--- src/rtl/inst_prefetch_buffer_if.sv ---
// Fetch/memory bundle for the instruction prefetcher.
// Core side: inst_addr in; inst_data/inst_stall out.
// Memory side: mem_addr/mem_rd out; mem_rdata in.
// The master modport is the prefetcher; slave is the
// core plus the instruction memory around it.
interface inst_prefetch_buffer_if #(
    parameter int AW = 16
) ();
    logic [31:0]   inst_addr;
    logic [31:0]   inst_data;
    logic          inst_stall;
    logic [AW-1:0] mem_addr;
    logic          mem_rd;
    logic [31:0]   mem_rdata;

    modport master (
        input  inst_addr,
        input  mem_rdata,
        output inst_data,
        output inst_stall,
        output mem_addr,
        output mem_rd
    );

    modport slave (
        output inst_addr,
        output mem_rdata,
        input  inst_data,
        input  inst_stall,
        input  mem_addr,
        input  mem_rd
    );
endinterface

--- src/rtl/inst_prefetch_buffer.sv ---
// Sequential instruction prefetcher: streams words from a
// fixed-latency memory into a small FIFO ahead of the core.
// Ports: clk, reset (async, active high), bus (master):
//   inst_addr -> inst_data/inst_stall (core fetch port)
//   mem_addr/mem_rd -> mem_rdata LAT cycles later
module inst_prefetch_buffer #(
    parameter int          DEPTH      = 4,
    parameter int          LAT        = 1,
    parameter int          AW         = 16,
    parameter logic [31:0] RESET_ADDR = 32'h0
) (
    input  logic                          clk,
    input  logic                          reset,
    inst_prefetch_buffer_if.master        bus
);
    localparam int PW = $clog2(DEPTH);
    localparam int CW = $clog2(DEPTH + LAT + 1) + 1;

    typedef enum logic {
        S_RUN,
        S_FLUSH
    } state_t;

    state_t state;
    state_t state_nx;

    logic [31:0]   fifo_mem [DEPTH];
    logic [PW-1:0] rd_ptr;
    logic [PW-1:0] wr_ptr;
    logic [PW:0]   fifo_count;

    // One valid bit per outstanding read; bit LAT-1 lines
    // up with the cycle its data sits on mem_rdata.
    logic [LAT-1:0] inflight;
    logic [CW-1:0]  inflight_count;
    logic [CW-1:0]  occupancy;

    logic [31:0] exp_addr;
    logic [31:0] fetch_ptr;

    logic match;
    logic fifo_empty;
    logic push;
    logic pop;
    logic issue;
    logic redirect;
    logic stall;

    always_comb begin
        inflight_count = '0;
        for (int i = 0; i < LAT; i++) begin
            inflight_count = inflight_count + CW'(inflight[i]);
        end
    end

    // Credit counts queued plus outstanding words, so a
    // returning read always has a free FIFO slot.
    assign occupancy  = CW'(fifo_count) + inflight_count;
    assign match      = bus.inst_addr[31:2] == exp_addr[31:2];
    assign fifo_empty = fifo_count == '0;
    assign push       = inflight[LAT-1];

    always_comb begin
        state_nx = state;
        issue    = 1'b0;
        redirect = 1'b0;
        pop      = 1'b0;
        stall    = 1'b1;
        unique case (state)
            S_RUN: begin
                if (!match) begin
                    redirect = 1'b1;
                    state_nx = S_FLUSH;
                end else begin
                    if (!fifo_empty) begin
                        pop   = 1'b1;
                        stall = 1'b0;
                    end
                    issue = occupancy < CW'(DEPTH);
                end
            end
            S_FLUSH: begin
                // Pipeline and FIFO were just cleared, so
                // the first read of the new stream is free.
                issue    = 1'b1;
                state_nx = S_RUN;
            end
        endcase
    end

    assign bus.inst_stall = stall;
    assign bus.inst_data  = fifo_mem[rd_ptr];
    assign bus.mem_addr   = fetch_ptr[AW+1:2];
    // Held low while reset is asserted, not just after it.
    assign bus.mem_rd     = issue & ~reset;

    always_ff @(posedge clk or posedge reset) begin
        if (reset) begin
            state     <= S_RUN;
            inflight  <= '0;
            exp_addr  <= RESET_ADDR;
            fetch_ptr <= RESET_ADDR;
        end else if (redirect) begin
            // Drops in-flight reads, including any word on
            // mem_rdata during this cycle.
            state     <= state_nx;
            inflight  <= '0;
            exp_addr  <= {bus.inst_addr[31:2], 2'b00};
            fetch_ptr <= {bus.inst_addr[31:2], 2'b00};
        end else begin
            state    <= state_nx;
            inflight <= (inflight << 1) | LAT'(issue);
            if (issue) begin
                fetch_ptr <= fetch_ptr + 32'd4;
            end
            if (pop) begin
                exp_addr <= exp_addr + 32'd4;
            end
        end
    end

    always_ff @(posedge clk or posedge reset) begin
        if (reset) begin
            rd_ptr     <= '0;
            wr_ptr     <= '0;
            fifo_count <= '0;
        end else if (redirect) begin
            rd_ptr     <= '0;
            wr_ptr     <= '0;
            fifo_count <= '0;
        end else begin
            if (push) begin
                wr_ptr <= wr_ptr + PW'(1);
            end
            if (pop) begin
                rd_ptr <= rd_ptr + PW'(1);
            end
            unique case ({push, pop})
                2'b10:   fifo_count <= fifo_count + (PW+1)'(1);
                2'b01:   fifo_count <= fifo_count - (PW+1)'(1);
                default: fifo_count <= fifo_count;
            endcase
        end
    end

    always_ff @(posedge clk or posedge reset) begin
        if (reset) begin
            for (int i = 0; i < DEPTH; i++) begin
                fifo_mem[i] <= '0;
            end
        end else if (push && !redirect) begin
            fifo_mem[wr_ptr] <= bus.mem_rdata;
        end
    end
endmodule

--- src/flat_wrapper.sv ---
// flat-port wrapper written by rule: the top's interface ports become plain ports
module inst_prefetch_buffer_flat 
#(
    parameter int          DEPTH      = 4,
    parameter int          LAT        = 1,
    parameter int          AW         = 16,
    parameter logic [31:0] RESET_ADDR = 32'h0
)
  (clk, reset, bus_inst_addr, bus_mem_rdata, bus_inst_data, bus_inst_stall, bus_mem_addr, bus_mem_rd);
  inst_prefetch_buffer_if #(.AW(AW)) bus_i ();
  input  logic clk;
  input  logic reset;
  input wire logic [$bits(bus_i.inst_addr)-1:0] bus_inst_addr;
  input wire logic [$bits(bus_i.mem_rdata)-1:0] bus_mem_rdata;
  output wire logic [$bits(bus_i.inst_data)-1:0] bus_inst_data;
  output wire logic [$bits(bus_i.inst_stall)-1:0] bus_inst_stall;
  output wire logic [$bits(bus_i.mem_addr)-1:0] bus_mem_addr;
  output wire logic [$bits(bus_i.mem_rd)-1:0] bus_mem_rd;
  assign bus_i.inst_addr = bus_inst_addr;
  assign bus_i.mem_rdata = bus_mem_rdata;
  assign bus_inst_data = bus_i.inst_data;
  assign bus_inst_stall = bus_i.inst_stall;
  assign bus_mem_addr = bus_i.mem_addr;
  assign bus_mem_rd = bus_i.mem_rd;
  inst_prefetch_buffer #(.DEPTH(DEPTH), .LAT(LAT), .AW(AW), .RESET_ADDR(RESET_ADDR)) u_core (.clk(clk), .reset(reset), .bus(bus_i));
endmodule
--- config.mk ---
export PLATFORM = sky130hd
export DESIGN_NAME = inst_prefetch_buffer_flat
export DESIGN_NICKNAME = d
export VERILOG_FILES = /design/src/rtl/inst_prefetch_buffer_if.sv /design/src/rtl/inst_prefetch_buffer.sv /design/src/flat_wrapper.sv
export SDC_FILE = /design/constraint.sdc
export NUM_CORES = 1
export LEC_CHECK = 0
export ABC_AREA = 1
export CORE_ASPECT_RATIO = 1.2
export CORE_UTILIZATION = 62
export CTS_BUF_LIST = sky130_fd_sc_hd__clkbuf_16
export DETAILED_ROUTE_END_ITERATION = 10
export HOLD_SLACK_MARGIN = 0.1
export PLACE_DENSITY = 0.82
export SYNTH_ARGS = -nofsm -noshare
export SYNTH_HDL_FRONTEND = slang
export SYNTH_SLANG_ARGS = --single-unit
export TNS_END_PERCENT = 100
--- constraint.sdc ---
create_clock -name clk -period 11.1 [get_ports clk]
set_input_delay 2.775 -clock clk [delete_from_list [all_inputs] [get_ports clk]]
set_output_delay 2.775 -clock clk [all_outputs]
set_load 0.01 [all_outputs]
==> flow_summary_export.csv, run 1 <==
group,metric,value,unit
critical_path,end_kind,"output port",
synthesis,yosysSeqAreaShare,0.426,
floorplanning,start_util,0.636,
placed_design,place_hpwl,16600,um
clock_network,cts-root-buf,"clkbuf_16",
critical_path,path_class,"primary input to output port",
timing,slew_violations,0,
cells_and_area,diodes,0,
global_routing,grt_pass1_vias,9805,
synthesis,synth.avg_cell_area,7.03,um2
placed_design,port-buffer-count,113,
detailed_routing,ant_nets,0,
global_routing,grt-ovfl-total,0,
timing,period_share,0.739,
synthesis,synth_cell_types,27,
detailed_routing,drtIter0Drc,793,
timing,finalClockSkew,0.0148,ns
power_and_ir_drop,total_power,1.42,mW
global_routing,grt_max_degree,114,
placed_design,dp.cells,1762,
floorplanning,core,0.0169,mm2
hold_path,hold_depth,2,
detailed_routing,drc,0,
floorplanning,num_io_pins,116,
timing,tightest_slew,1.17,ns
flow_run,timing.max_cap.violations,0,
detailed_routing,detail_route.wl_per_cell,16.1,um
critical_path,required,8.33,ns
hold_path,hold_class,"flop to flop",
critical_path,reg2reg_depth,14,
detailed_routing,drt-total-wl,28800,um
clock_network,clkTransAtPathRegs,0.07,ns
clock_network,postCtsSetupBuffers,0,
detailed_routing,vias,10382,
timing,relSlewSlack,0.219,
timing,setup_viol,0,
floorplanning,fp.dieH,146,um
timing,whs,0.467,ns
floorplanning,rows,52,
critical_path,timing.critical_path.from_type,"primary input",
detailed_routing,first_pass_iters,5,
critical_path,crit_arrival,5.43,ns
cells_and_area,final_common_cell,"nand2_1",
global_routing,grt_pass1_wl,47000,um
timing,finalHoldViolations,0,
synthesis,synth-seq-cells,183,
clock_network,cts_hold_buf,0,
critical_path,path_max_fanout,26,
synthesis,synth_area,0.0108,mm2
cells_and_area,final_nets,1639,
synthesis,ys_warn_count,0,
synthesis,synth_cells,1531,
cells_and_area,syn2layout_area_growth,14.9,%
cells_and_area,drive_above_1_share,0.0520,
timing,period_needed,8.20,ns
placed_design,routabilityCongestion,0.880,
timing,rsz0062_at_grt,"no",
cells_and_area,layout_common_cells,"nand2_1 (603), dfrtp_1 (181), nor2_1 (141)",
floorplanning,die_x,122,um
clock_network,insertion_delay,0.44,ns
synthesis,synth_fp_nets,1605,
floorplanning,die_area,0.0179,mm2
timing,max_freq,122,MHz
power_and_ir_drop,p_leak,6.55,nW
global_routing,track_usage,0.333,
power_and_ir_drop,power.density,115,mW/mm2
clock_network,clock_sinks,183,
timing,setup_tns,0,ns
clock_network,ctsResizeCount,0,
clock_network,cts_tree,"built",
cells_and_area,final_area,0.0124,mm2
clock_network,htreeDepth,4,
power_and_ir_drop,ir_drop,109,uV
global_routing,antenna_found_initial,0,
detailed_routing,via_per_inst,5.79,
placed_design,placed_area,0.0118,mm2
clock_network,cts-buffers-inserted,17,
clock_network,cts_max_path_buffers,2,
cells_and_area,finalNonFillerCells,1794,
status,status,"finished, final reports clean",
==> worst max-delay path: stages <==
cell,delay [ns]
clkdlybuf4s50_1,0.54
inv_1,0.06
nand2_1,0.05
nand2_1,0.07
nor2_1,0.13
nand2_1,0.06
nor2_1,0.14
nand2_1,0.10
nor2_4,0.59
nand3_2,0.10
buf_4,0.28
clkdlybuf4s50_1,0.52
==> Yosys cell counts <==
cell type / n / share of area
nand2_1: 603 / 0.21
dfrtp_1: 183 / 0.43
nor2_1: 141 / 0.049
nand4_1: 140 / 0.081
nand3_1: 91 / 0.042
o21ai_0: 68 / 0.032
clkbuf_1: 67 / 0.023
inv_1: 66 / 0.023
o22ai_1: 32 / 0.019
xor2_1: 32 / 0.026
buf_2: 25 / 0.012
inv_2: 23 / 0.0080
xnor2_1: 15 / 0.012
buf_6: 11 / 0.012
clkinv_1: 7 / 0.0024
ha_1: 7 / 0.0081
a21oi_1: 3 / 0.0014
buf_1: 3 / 0.0010
nand3_2: 3 / 0.0028
nand3b_1: 3 / 0.0021
nor3_1: 2 / 0.00093
a31o_2: 1 / 0.00081
buf_8: 1 / 0.0014
fa_1: 1 / 0.0019
nand2_2: 1 / 0.00058
nor2_4: 1 / 0.0010
or2_2: 1 / 0.00058
==> power breakdown <==
part	internal (mW)	switching, mW
registers	0.675	0.0144
clock network	0.323	0.300
logic	0.0489	0.0605
total	1.05	0.375
==> cell type report <==
type	instances	area (um2)
flip-flops and latches	183	4580
inverters	96	365
fillers	1411	4550
well taps	216	270
multi-input cells	1145	5340
clock inverters	15	180
repair buffers	122	1200
clock buffers	17	425
==> final timing paths <==
path                                      from                   end  slack [ns]
setup / recovery             bus_inst_addr[15]        bus_inst_stall        2.90
hold / removal             u_core.fifo_mem[55]   u_core.fifo_mem[55]        0.47
setup reg to reg           u_core.exp_addr[22]  u_core.fifo_mem[112]        7.53
hold reg to reg            u_core.fifo_mem[55]   u_core.fifo_mem[55]        0.47
max in group asynchronous                reset   u_core.fifo_mem[65]        6.63
min in group asynchronous                reset   u_core.fetch_ptr[6]        2.99
==> sequential cells by signal, indices dropped and copies added (netlist names) <==
signal / cells
u_core.state: 1
u_core.fetch_ptr: 16
u_core.rd_ptr: 2
u_core.fifo_mem: 128
u_core.exp_addr: 30
u_core.fifo_count: 3
u_core.wr_ptr: 2
u_core.inflight: 1
==> through the flow <==
stage | worst slack [ns] | utilization
floorplan | 3.35 | -
global placement | 2.96 | 0.695
detailed placement | 2.95 | 0.695
CTS | 2.93 | 0.731
global route | 2.71 | 0.731
finish | 2.90 | 0.731
==> kinds of logic (layout without fill, tap and decap cells) <==
| logic type | count (synthesis) | count (layout) | share of synthesized area |
|---|---|---|---|
| DFF | 183 | 183 | 0.426 |
| xor gates and xnor gates | 47 | 47 | 0.0383 |
| buffers and inverters | 203 | 250 | 0.0824 |
| AOI/OAI and AO/OA | 104 | 104 | 0.0524 |
| and+or+nand+nor | 986 | 986 | 0.391 |
| adders and majority gates | 8 | 8 | 0.0100 |
==> metal layers <==
metal  track usage  wire length [um]  vias up
met5             0                 0        -
met4         0.148               781        0
met3        0.0535              1780       58
met2         0.560             14500      380
met1         0.420             11700     4905
li1              -                 -     5039
Note: power is estimated with default switching activity, not from simulation.
==> run 2, diff against run 1 <==
--- a/config.mk
+++ b/config.mk
@@ -7,11 +7,11 @@
 export LEC_CHECK = 0
 export ABC_AREA = 1
 export CORE_ASPECT_RATIO = 1.2
-export CORE_UTILIZATION = 62
+export CORE_UTILIZATION = 52
 export CTS_BUF_LIST = sky130_fd_sc_hd__clkbuf_16
 export DETAILED_ROUTE_END_ITERATION = 10
 export HOLD_SLACK_MARGIN = 0.1
-export PLACE_DENSITY = 0.82
+export PLACE_DENSITY = 0.73
 export SYNTH_ARGS = -nofsm -noshare
 export SYNTH_HDL_FRONTEND = slang
 export SYNTH_SLANG_ARGS = --single-unit
==> constraint.sdc (replaced) <==
create_clock -name clk -period 6.6 [get_ports clk]
set_input_delay 1.65 -clock clk [delete_from_list [all_inputs] [get_ports clk]]
set_output_delay 1.65 -clock clk [all_outputs]
set_load 0.01 [all_outputs]
==> run 2 against run 1 <==
Net effect: via count down 0.56%; non-clock buffer count up 10; die area up 19%; combinational power up 72%; sequential share of layout area down 0.40 points; largest cell class unchanged.
==> flow_summary_export.csv, run 2 (synthesis results as in run 1) <==
group,metric,value,unit
clock_network,cts-buffers-inserted,17,
placed_design,pre_cts_ws,0.750,ns
power_and_ir_drop,total_power,2.41,mW
timing,fin_ws,0.786,ns
power_and_ir_drop,power.density,193,mW/mm2
clock_network,ctsResizeCount,0,
critical_path,crit_arrival,4.16,ns
critical_path,timing.critical_path.from_type,"primary input",
detailed_routing,drtIter0Drc,926,
flow_run,timing.max_cap.violations,0,
clock_network,insertion_delay,0.44,ns
detailed_routing,drc,0,
floorplanning,rows,57,
floorplanning,start_util,0.531,
floorplanning,die_area,0.0213,mm2
clock_network,htreeDepth,4,
floorplanning,fp.dieH,160,um
cells_and_area,drive_above_1_share,0.0555,
global_routing,antenna_found_initial,0,
cells_and_area,largest_reg_flops,128,
critical_path,end_kind,"output port",
timing,finalClockSkew,0.0181,ns
global_routing,grt_pass1_wl,48600,um
cells_and_area,fillerInstances,1889,
timing,rsz0062_at_grt,"no",
cells_and_area,final_common_cell,"nand2_1",
cells_and_area,final_nets,1649,
clock_network,cts-root-buf,"clkbuf_16",
hold_path,hold_class,"flop to flop",
timing,tightest_slew,1.18,ns
timing,period_needed,5.81,ns
cells_and_area,layout_common_cells,"nand2_1 (603), dfrtp_1 (181), nor2_1 (141)",
timing,slew_violations,0,
clock_network,clock_sinks,183,
timing,max_freq,172,MHz
placed_design,routabilityCongestion,0.911,
detailed_routing,via_per_inst,5.57,
clock_network,clkTransAtPathRegs,0.06,ns
floorplanning,core,0.0203,mm2
clock_network,postCtsSetupBuffers,0,
global_routing,track_usage,0.286,
cells_and_area,reg_top3,"u_core.fifo_mem x128, u_core.exp_addr x30, u_core.fetch_ptr x16",
timing,relSlewSlack,0.212,
clock_network,cts_hold_buf,0,
placed_design,port-buffer-count,113,
power_and_ir_drop,ir_drop,182,uV
detailed_routing,vias,10324,
critical_path,path_max_fanout,58,
floorplanning,die_x,133,um
status,status,"finished, final reports clean",
power_and_ir_drop,p_leak,6.59,nW
floorplanning,num_io_pins,116,
detailed_routing,drt-total-wl,29700,um
placed_design,place_hpwl,17600,um
critical_path,path_class,"primary input to output port",
timing,setup_viol,0,
timing,period_share,0.881,
timing,setup_tns,0,ns
cells_and_area,syn2layout_area_growth,16.2,%
detailed_routing,first_pass_iters,5,
cells_and_area,diodes,0,
clock_network,cts_tree,"built",
global_routing,grt_pass1_vias,9657,
critical_path,required,4.95,ns
cells_and_area,top_register,"u_core.fifo_mem",
clock_network,cts_max_path_buffers,2,
detailed_routing,detail_route.wl_per_cell,16.1,um
timing,finalHoldViolations,0,
global_routing,grt-ovfl-total,0,
global_routing,grt_max_degree,150,
detailed_routing,ant_nets,0,
[run 2: power breakdown]
part | internal (mW) | switching (mW)
clock | 0.574 | 0.486
sequential | 1.13 | 0.0244
combinational | 0.0835 | 0.103
[run 2: area by class of cell]
type	count	area [um2]	area share
Multi-Input combinational cell	1145	5330	0.426
Sequential cell	183	4580	0.367
Timing Repair Buffer	132	1290	0.103
Clock buffer	17	425	0.0340
Inverter	96	364	0.0291
Tap cell	265	332	0.0265
Clock inverter	14	179	0.0143
[run 2: routing by layer]
metal	track usage	vias up	wire length [um]
li1	-	5055	-
met2	0.485	359	14900
met3	0.0376	65	1480
met5	0	-	0
met4	0.119	0	789
met1	0.367	4845	12600
[run 2: worst max-delay path, stage by stage]
cell             delay [ns]
clkdlybuf4s50_1        0.52
inv_1                  0.06
nand2_1                0.05
nand2_1                0.05
nor2_1                 0.15
nand3_1                0.10
nor2_1                 0.18
nand2_1                0.19
nand2_8                0.33
nand2_1                0.22
nor2_1                 0.13
clkdlybuf4s50_1        0.54
[run 2: worst paths after layout]
kind	slack, ns	start	to	depth (start not counted)
max	0.79	bus_inst_addr[28]	bus_mem_rd	12
min	0.47	u_core.fifo_mem[33]	u_core.fifo_mem[33]	2
max reg2reg	2.84	u_core.exp_addr[22]	u_core.fifo_mem[126]	16
min reg2reg	0.47	u_core.fifo_mem[33]	u_core.fifo_mem[33]	2
max in group asynchronous	4.10	reset	u_core.fifo_mem[99]	3
min in group asynchronous	1.77	reset	u_core.fetch_ptr[11]	3
[run 2: stage by stage]
step	area [um2]	hold WS [ns]	utilization	instances
3_3_place_gp	11900	0.448	0.587	1821
3_5_place_dp	11900	0.453	0.587	1821
5_1_grt	12500	0.490	0.617	1852
6_report	12500	0.468	0.617	1852
2_1_floorplan	10800	0.437	-	1531
4_1_cts	12500	0.469	0.617	1852
